==> config.mk <==
export PLATFORM = sky130hd
export DESIGN_NAME = wm_sequencer
export DESIGN_NICKNAME = d
export VERILOG_FILES = /design/src/rtl/wm_sequencer_pkg.sv /design/src/rtl/wm_addr_gen.sv /design/src/rtl/wm_sequencer.sv
export SDC_FILE = /design/constraint.sdc
export NUM_CORES = 1
export LEC_CHECK = 0
export BUFFER_PORTS_ARGS = -buffer_cell sky130_fd_sc_hd__clkbuf_2
export CAP_MARGIN = 5
export CORE_MARGIN = 3
export CORE_UTILIZATION = 30
export CTS_CLUSTER_DIAMETER = 30
export DETAILED_ROUTE_END_ITERATION = 8
export GPL_TIMING_DRIVEN = 0
export PLACE_DENSITY = 0.54
export RECOVER_POWER = 50
export SETUP_SLACK_MARGIN = 0.15
export SYNTH_ARGS = -nofsm -noshare
export SYNTH_HDL_FRONTEND = slang
export SYNTH_SLANG_ARGS = --single-unit
==> constraint.sdc <==
create_clock -name clk -period 2.9 [get_ports clk]
set_input_delay 0.58 -clock clk [delete_from_list [all_inputs] [get_ports clk]]
set_output_delay 0.58 -clock clk [all_outputs]
set_load 0.005 [all_outputs]
==> src/rtl/wm_sequencer_pkg.sv <==
// Shared types and constants for the weight-memory sequencer and its address generator.
package wm_sequencer_pkg;

  typedef enum logic [1:0] {
    ST_LOAD  = 2'd0,
    ST_READY = 2'd1,
    ST_READ  = 2'd2,
    ST_DRAIN = 2'd3
  } wm_state_e;

  // Cycles between a WM read strobe and valid read data.
  localparam int WM_RD_LAT = 1;

  function automatic int slice_words(input int kernel_edge);
    return kernel_edge * kernel_edge;
  endfunction

  localparam int DEFAULT_KERNAL_SIZE = 5;
  localparam int DEFAULT_NUMBER_OF_WM = slice_words(DEFAULT_KERNAL_SIZE);

endpackage

==> src/rtl/wm_addr_gen.sv <==
// WM address generator: base register plus running offset counter, shared by load and fetch.
// Address is combinational from the two registers; clear beats load beats increment.
module wm_addr_gen #(
  parameter int ADDRESS_BITS = 15
) (
  input  logic                    clk,
  input  logic                    reset,
  input  logic                    clear_i,
  input  logic                    load_i,
  input  logic                    inc_i,
  input  logic [ADDRESS_BITS-1:0] base_i,
  output logic [ADDRESS_BITS-1:0] addr_o,
  output logic [ADDRESS_BITS-1:0] cnt_o
);

  logic [ADDRESS_BITS-1:0] base_q, base_d;
  logic [ADDRESS_BITS-1:0] cnt_q, cnt_d;

  always_comb begin
    base_d = base_q;
    cnt_d  = cnt_q;
    if (clear_i) begin
      // A clear paired with an increment means "restart and consume slot 0".
      base_d = '0;
      cnt_d  = inc_i ? ADDRESS_BITS'(1) : '0;
    end else if (load_i) begin
      base_d = base_i;
      cnt_d  = '0;
    end else if (inc_i) begin
      cnt_d = cnt_q + ADDRESS_BITS'(1);
    end
  end

  always_ff @(posedge clk or negedge reset) begin
    if (!reset) begin
      base_q <= '0;
      cnt_q  <= '0;
    end else begin
      base_q <= base_d;
      cnt_q  <= cnt_d;
    end
  end

  assign addr_o = base_q + cnt_q;
  assign cnt_o  = cnt_q;

endmodule

==> src/rtl/wm_sequencer.sv <==
// WM port initiator: loads weights over valid/ready, then streams one KxK slice into the weight FIFO.
// Fetch: reads on cycles 1..25, FIFO shifts 2..26, window_ready on 27; load stalls via load_ready.
module wm_sequencer
  import wm_sequencer_pkg::*;
#(
  parameter int DATA_WIDTH       = 32,
  parameter int ADDRESS_BITS     = 15,
  parameter int KERNAL_SIZE      = 5,
  parameter int IFM_DEPTH        = 3,
  parameter int FILTERS_PER_UNIT = 3,
  parameter int NUMBER_OF_WM     = slice_words(KERNAL_SIZE),
  parameter int WM_DEPTH         = NUMBER_OF_WM * IFM_DEPTH * FILTERS_PER_UNIT,
  localparam int FW = (FILTERS_PER_UNIT > 1) ? $clog2(FILTERS_PER_UNIT) : 1,
  localparam int DW = (IFM_DEPTH > 1) ? $clog2(IFM_DEPTH) : 1
) (
  input  logic                    clk,
  input  logic                    reset,
  input  logic                    load_valid,
  input  logic [DATA_WIDTH-1:0]   load_data,
  output logic                    load_ready,
  input  logic                    load_restart,
  output logic                    load_done,
  input  logic                    fetch_start,
  input  logic [FW-1:0]           fetch_filter,
  input  logic [DW-1:0]           fetch_depth,
  output logic                    fetch_busy,
  output logic                    window_ready,
  output logic                    fetch_err,
  output logic                    wm_enable_write,
  output logic                    wm_enable_read,
  output logic                    wm_fifo_enable,
  output logic [ADDRESS_BITS-1:0] wm_address,
  output logic [DATA_WIDTH-1:0]   wm_data
);

  localparam logic [FW-1:0] FILT_MAX = FW'(FILTERS_PER_UNIT - 1);
  localparam logic [DW-1:0] DEPTH_MAX = DW'(IFM_DEPTH - 1);

  wm_state_e state_q, state_d;
  logic ready_q, ready_d;
  logic done_q, done_d;
  logic err_q, err_d;
  logic busy_q, busy_d;
  logic win_q, win_d;
  logic wr_q, wr_d;
  logic rd_q, rd_d;
  logic [ADDRESS_BITS-1:0] addr_q, addr_d;
  logic [DATA_WIDTH-1:0] data_q, data_d;
  logic [WM_RD_LAT-1:0] lat_q;

  logic ag_clear, ag_load, ag_inc;
  logic [ADDRESS_BITS-1:0] ag_addr, ag_cnt;
  logic [ADDRESS_BITS-1:0] fetch_base;
  logic fetch_legal, load_xfer, drain_done;

  assign fetch_legal = (fetch_filter <= FILT_MAX) && (fetch_depth <= DEPTH_MAX);
  assign fetch_base  = ADDRESS_BITS'((int'(fetch_filter) * IFM_DEPTH + int'(fetch_depth)) * NUMBER_OF_WM);
  assign load_xfer   = load_valid && ready_q;
  // Only the oldest stage may still be set when the final FIFO shift is on the output.
  assign drain_done  = ((lat_q << 1) == '0);

  wm_addr_gen #(
    .ADDRESS_BITS(ADDRESS_BITS)
  ) u_addr_gen (
    .clk    (clk),
    .reset  (reset),
    .clear_i(ag_clear),
    .load_i (ag_load),
    .inc_i  (ag_inc),
    .base_i (fetch_base),
    .addr_o (ag_addr),
    .cnt_o  (ag_cnt)
  );

  always_comb begin
    state_d  = state_q;
    ready_d  = 1'b0;
    done_d   = done_q;
    err_d    = err_q;
    busy_d   = busy_q;
    win_d    = 1'b0;
    wr_d     = 1'b0;
    rd_d     = 1'b0;
    addr_d   = addr_q;
    data_d   = data_q;
    ag_clear = 1'b0;
    ag_load  = 1'b0;
    ag_inc   = 1'b0;
    case (state_q)
      ST_LOAD: begin
        ready_d = 1'b1;
        if (fetch_start) err_d = 1'b1;
        if (load_restart) ag_clear = 1'b1;
        if (load_xfer) begin
          wr_d   = 1'b1;
          addr_d = load_restart ? '0 : ag_addr;
          data_d = load_data;
          ag_inc = 1'b1;
          if (!load_restart && ag_cnt == ADDRESS_BITS'(WM_DEPTH - 1)) begin
            state_d  = ST_READY;
            ready_d  = 1'b0;
            done_d   = 1'b1;
            ag_clear = 1'b1;
            ag_inc   = 1'b0;
          end
        end
      end
      ST_READY: begin
        if (load_restart) begin
          state_d  = ST_LOAD;
          ready_d  = 1'b1;
          done_d   = 1'b0;
          ag_clear = 1'b1;
        end else if (fetch_start) begin
          if (fetch_legal) begin
            state_d = ST_READ;
            busy_d  = 1'b1;
            rd_d    = 1'b1;
            addr_d  = fetch_base;
            ag_load = 1'b1;
          end else begin
            err_d = 1'b1;
          end
        end
      end
      ST_READ: begin
        if (ag_cnt == ADDRESS_BITS'(NUMBER_OF_WM - 1)) begin
          state_d = ST_DRAIN;
        end else begin
          rd_d   = 1'b1;
          addr_d = ag_addr + ADDRESS_BITS'(1);
          ag_inc = 1'b1;
        end
      end
      ST_DRAIN: begin
        if (drain_done) begin
          state_d = ST_READY;
          win_d   = 1'b1;
          busy_d  = 1'b0;
        end
      end
      default: state_d = ST_LOAD;
    endcase
  end

  always_ff @(posedge clk or negedge reset) begin
    if (!reset) begin
      state_q <= ST_LOAD;
      ready_q <= 1'b0;
      done_q  <= 1'b0;
      err_q   <= 1'b0;
      busy_q  <= 1'b0;
      win_q   <= 1'b0;
      wr_q    <= 1'b0;
      rd_q    <= 1'b0;
      addr_q  <= '0;
      data_q  <= '0;
      lat_q   <= '0;
    end else begin
      state_q <= state_d;
      ready_q <= ready_d;
      done_q  <= done_d;
      err_q   <= err_d;
      busy_q  <= busy_d;
      win_q   <= win_d;
      wr_q    <= wr_d;
      rd_q    <= rd_d;
      addr_q  <= addr_d;
      data_q  <= data_d;
      lat_q   <= (lat_q << 1) | WM_RD_LAT'(rd_q);
    end
  end

  assign load_ready      = ready_q;
  assign load_done       = done_q;
  assign fetch_busy      = busy_q;
  assign window_ready    = win_q;
  assign fetch_err       = err_q;
  assign wm_enable_write = wr_q;
  assign wm_enable_read  = rd_q;
  assign wm_fifo_enable  = lat_q[WM_RD_LAT-1];
  assign wm_address      = addr_q;
  assign wm_data         = data_q;

endmodule

==> results.sh <==
export IMPL_clkTransAtPathRegs_ps=70
export IMPL_outcome="complete, but fails checks"
export IMPL_layout_common_cells="clkbuf_2 (83), dfrtp_1 (79), nor2_1 (55)"
export IMPL_cp_end_kind="register"
export IMPL_final_common_cell="clkbuf_2"
export IMPL_hold_ws_ps=382.7
export IMPL_power_density_nw_per_um2=792.8
export IMPL_rsz0062_at_grt="yes"
export IMPL_nets=726
export IMPL_vias_per_cell=4.979
export IMPL_cts_buffers=9
export IMPL_relSlewSlack_pct=7.896
export IMPL_syn_inst=521
export IMPL_critPathRequiredTime_ps=3130
export IMPL_grt_ovfl_total=0
export IMPL_vias=4357
export IMPL_cp_common_cell="ha_4"
export IMPL_critPathMaxStageDelay_ps=560
export IMPL_worstHoldStart="wm_enable_read$_DFF_PN0_"
export IMPL_setup_violations=9
export IMPL_r2r_start="u_addr_gen.cnt_o[0]$_DFFE_PN0P_"
export IMPL_worstPathArrival_ps=3640
export IMPL_io_pins=96
export IMPL_cts_tree="done"
export IMPL_cp_start_kind="primary input"
export IMPL_drc_errors=0
export IMPL_wl_mm=13.85
export IMPL_dr_pass1_iters=5
export IMPL_timing_rr_end="wm_address[14]$_DFFE_PN0P_"
export IMPL_grt_pass1_wl_mm=21.65
export IMPL_crit_slowest_cell="fa_2"
export IMPL_hold_viol_final=0
export IMPL_finalCriticalPeriod_ps=3414
export IMPL_final_area_um2=6822
export IMPL_drv_cap=0
export IMPL_grt_total_usage_pct=14.70
export IMPL_path_cells="buf_8, fa_1, ha_2, inv_2, fa_2, inv_4, ha_4, ha_4, ha_4, ha_4, a31oi_2, xnor2_2, a222oi_1, o21ai_1"
export IMPL_hpwl_mm=10.61
export IMPL_grt_max_degree=62
export IMPL_finalClockSkew_ps=6.834
export IMPL_ff_latch_area_um2=2056
export IMPL_die_area_um2=18650
export IMPL_syn_num_nets=597
export IMPL_path_max_fanout=3
export IMPL_diodes=0
export IMPL_ys_async_sr_fraction_pct=100.0
export IMPL_hold_end="wm_fifo_enable$_DFF_PN0_"
export IMPL_violations="setup timing"
export IMPL_num_rows=47
export IMPL_fin_ws_ps=-513.9
export IMPL_drv_slew=0
export IMPL_finalSetupTns_ps=-3451
export IMPL_dieWidth_um=136.6
export IMPL_routabilityCongestion=0.8477
export IMPL_hp_class="register to register"
export IMPL_start_util_pct=30.73
export IMPL_clock_latency_ps=350
export IMPL_multi_input_area_um2=3349
export IMPL_antenna_found_initial=0
export IMPL_fin_crit_sh_pct=117.7
export IMPL_synthToLayoutAreaGrowth_pct=33.37
export IMPL_port_buffers=95
export IMPL_fillers=1633
export IMPL_dp_slack_ps=-1388
export IMPL_ys_ff_latch=82
export IMPL_hold_depth=0
export IMPL_tightestPinTransition_ps=1382
export IMPL_clock_fmax_ghz=0.2929
export IMPL_dp_cells=837
export IMPL_clock_sinks=82
export IMPL_synth_main_ff_cell="dfrtp_1"
export IMPL_first_iter_violations=278
export IMPL_die_y_um=136.6
export IMPL_clockRootBuffer="clkbuf_16"
export IMPL_power_leakage_uw=0.002939
export IMPL_coreArea_um2=16640
export IMPL_placed_area_um2=5986
export IMPL_postSynthAreaPerCell_um2=9.817
export IMPL_grt_pass1_vias=4232
export IMPL_routedWlPerCell_um=15.83
export IMPL_drive_above_1_share_pct=36.79
export IMPL_reg2reg_depth=11
export IMPL_synth_edff_count=0
export IMPL_htree_levels=3
export IMPL_vdd_drop_max_uv=411.3
export IMPL_ant_nets=0
export IMPL_clk_path_buf_depth=2
export IMPL_instances_no_fill=875
export IMPL_r2r_setup_slack_ps=70
export IMPL_synth_distinct_cells=70
export IMPL_ys_seq_area_share_pct=40.12
export IMPL_critical_path_class="primary input to register"
export IMPL_yosysWarnings=0
export IMPL_synth_area_um2=5115
cell type report:
| class | count | share of cell area, % |
|---|---|---|
| multi-input combinational | 397 | 49.10 |
| sequential | 82 | 30.14 |
| timing repair buffer | 118 | 9.648 |
| tap | 220 | 4.035 |
| clock buffer | 9 | 3.302 |
| inverter | 23 | 1.339 |
| buffer | 19 | 1.229 |
| clock inverter | 7 | 1.211 |
cells by family after synthesis:
kind of cell	synth area share, %
xor+xnor	5.773
simple gates	16.98
compound gates	16.61
flops	40.12
mux	8.244
buf+inv	3.278
fa+ha+maj	9.002
worst max path at each step:
| stage | from | end | slack, ps |
|---|---|---|---|
| after global placement | fetch_filter[0] | wm_address[9]$_DFFE_PN0P_ | -1380 |
| after global routing | fetch_depth[1] | wm_address[7]$_DFFE_PN0P_ | -660 |
| after floorplan | fetch_filter[0] | wm_address[8]$_DFFE_PN0P_ | -600 |
| after CTS | fetch_depth[1] | u_addr_gen.base_q[9]$_DFFE_PN0P_ | -540 |
| final | fetch_depth[1] | wm_address[8]$_DFFE_PN0P_ | -510 |
| after detailed placement | fetch_filter[0] | wm_address[9]$_DFFE_PN0P_ | -1390 |
layer usage:
layer,GRT usage [%],up-vias,share of wire (%)
met1,19.26,2099,43
met2,23.99,109,51
met4,5.151,0,2.0
met5,0,-,0
met3,3.199,22,4.0
li1,-,2127,-
cell usage after synthesis (6+ instances only):
| cell | number | area share (%) |
|---|---|---|
| dfrtp_1 | 82 | 40 |
| nor2_1 | 57 | 4.2 |
| nand2_1 | 50 | 3.7 |
| mux2_2 | 33 | 7.3 |
| ha_1 | 32 | 7.8 |
| o21ai_0 | 24 | 2.3 |
| a21oi_1 | 23 | 2.3 |
| inv_1 | 23 | 1.7 |
| xnor2_1 | 18 | 3.1 |
| clkbuf_1 | 15 | 1.1 |
| nand3_1 | 12 | 1.2 |
| xor2_1 | 12 | 2.1 |
| nand4_1 | 8 | 0.98 |
| a22oi_1 | 6 | 0.88 |
| nor3_1 | 6 | 0.59 |
| o211ai_1 | 6 | 0.88 |
power breakdown:
part	leakage, µW	switching, µW	total (µW)	internal [µW]
sequential	0.00104	214	1730	1520
clock	0.000145	519	1200	683
combinational	0.00175	1310	2470	1160
total	0.00294	2040	5410	3360
worst max-delay path: cells and delay by family:
kind                       cells  cell delay, ps
xor gates and xnor gates       1             170
AOI/OAI and AO/OA              3             510
buffers and inverters          3             190
adders and majority gates      7            2180
timing repair:
| action | 4_1_cts | 5_1_grt |
|---|---|---|
| pin swaps | 12 | 33 |
| setup endpoints to repair | 15 | 27 |
| hold buffers | 0 | 0 |
| buffers inserted | 7 | 15 |
| cloned | 0 | 0 |
| hold endpoints to repair | 0 | 0 |
| resized for setup | 26 | 65 |
metrics by stage:
| step | power (µW) | utilization [%] |
|---|---|---|
| after global placement | 3804 | 35.79 |
| after CTS | 5260 | 39.02 |
| after floorplan | 3060 | - |
| final | 5408 | 40.99 |
| after global routing | 5787 | 40.99 |
| after detailed placement | 3876 | 35.97 |
state kept, by name, indices dropped and copies added, names as in the netlist:
| name | flops |
|---|---|
| wm_enable_write | 1 |
| wm_data | 32 |
| wm_address | 15 |
| load_done | 1 |
| u_addr_gen.base_q | 10 |
| wm_fifo_enable | 1 |
| u_addr_gen.cnt_o | 15 |
| fetch_err | 1 |
| fetch_busy | 1 |
| window_ready | 1 |
| wm_enable_read | 1 |
| state_q | 2 |
| load_ready | 1 |
Power figures use the tool's default switching activity.
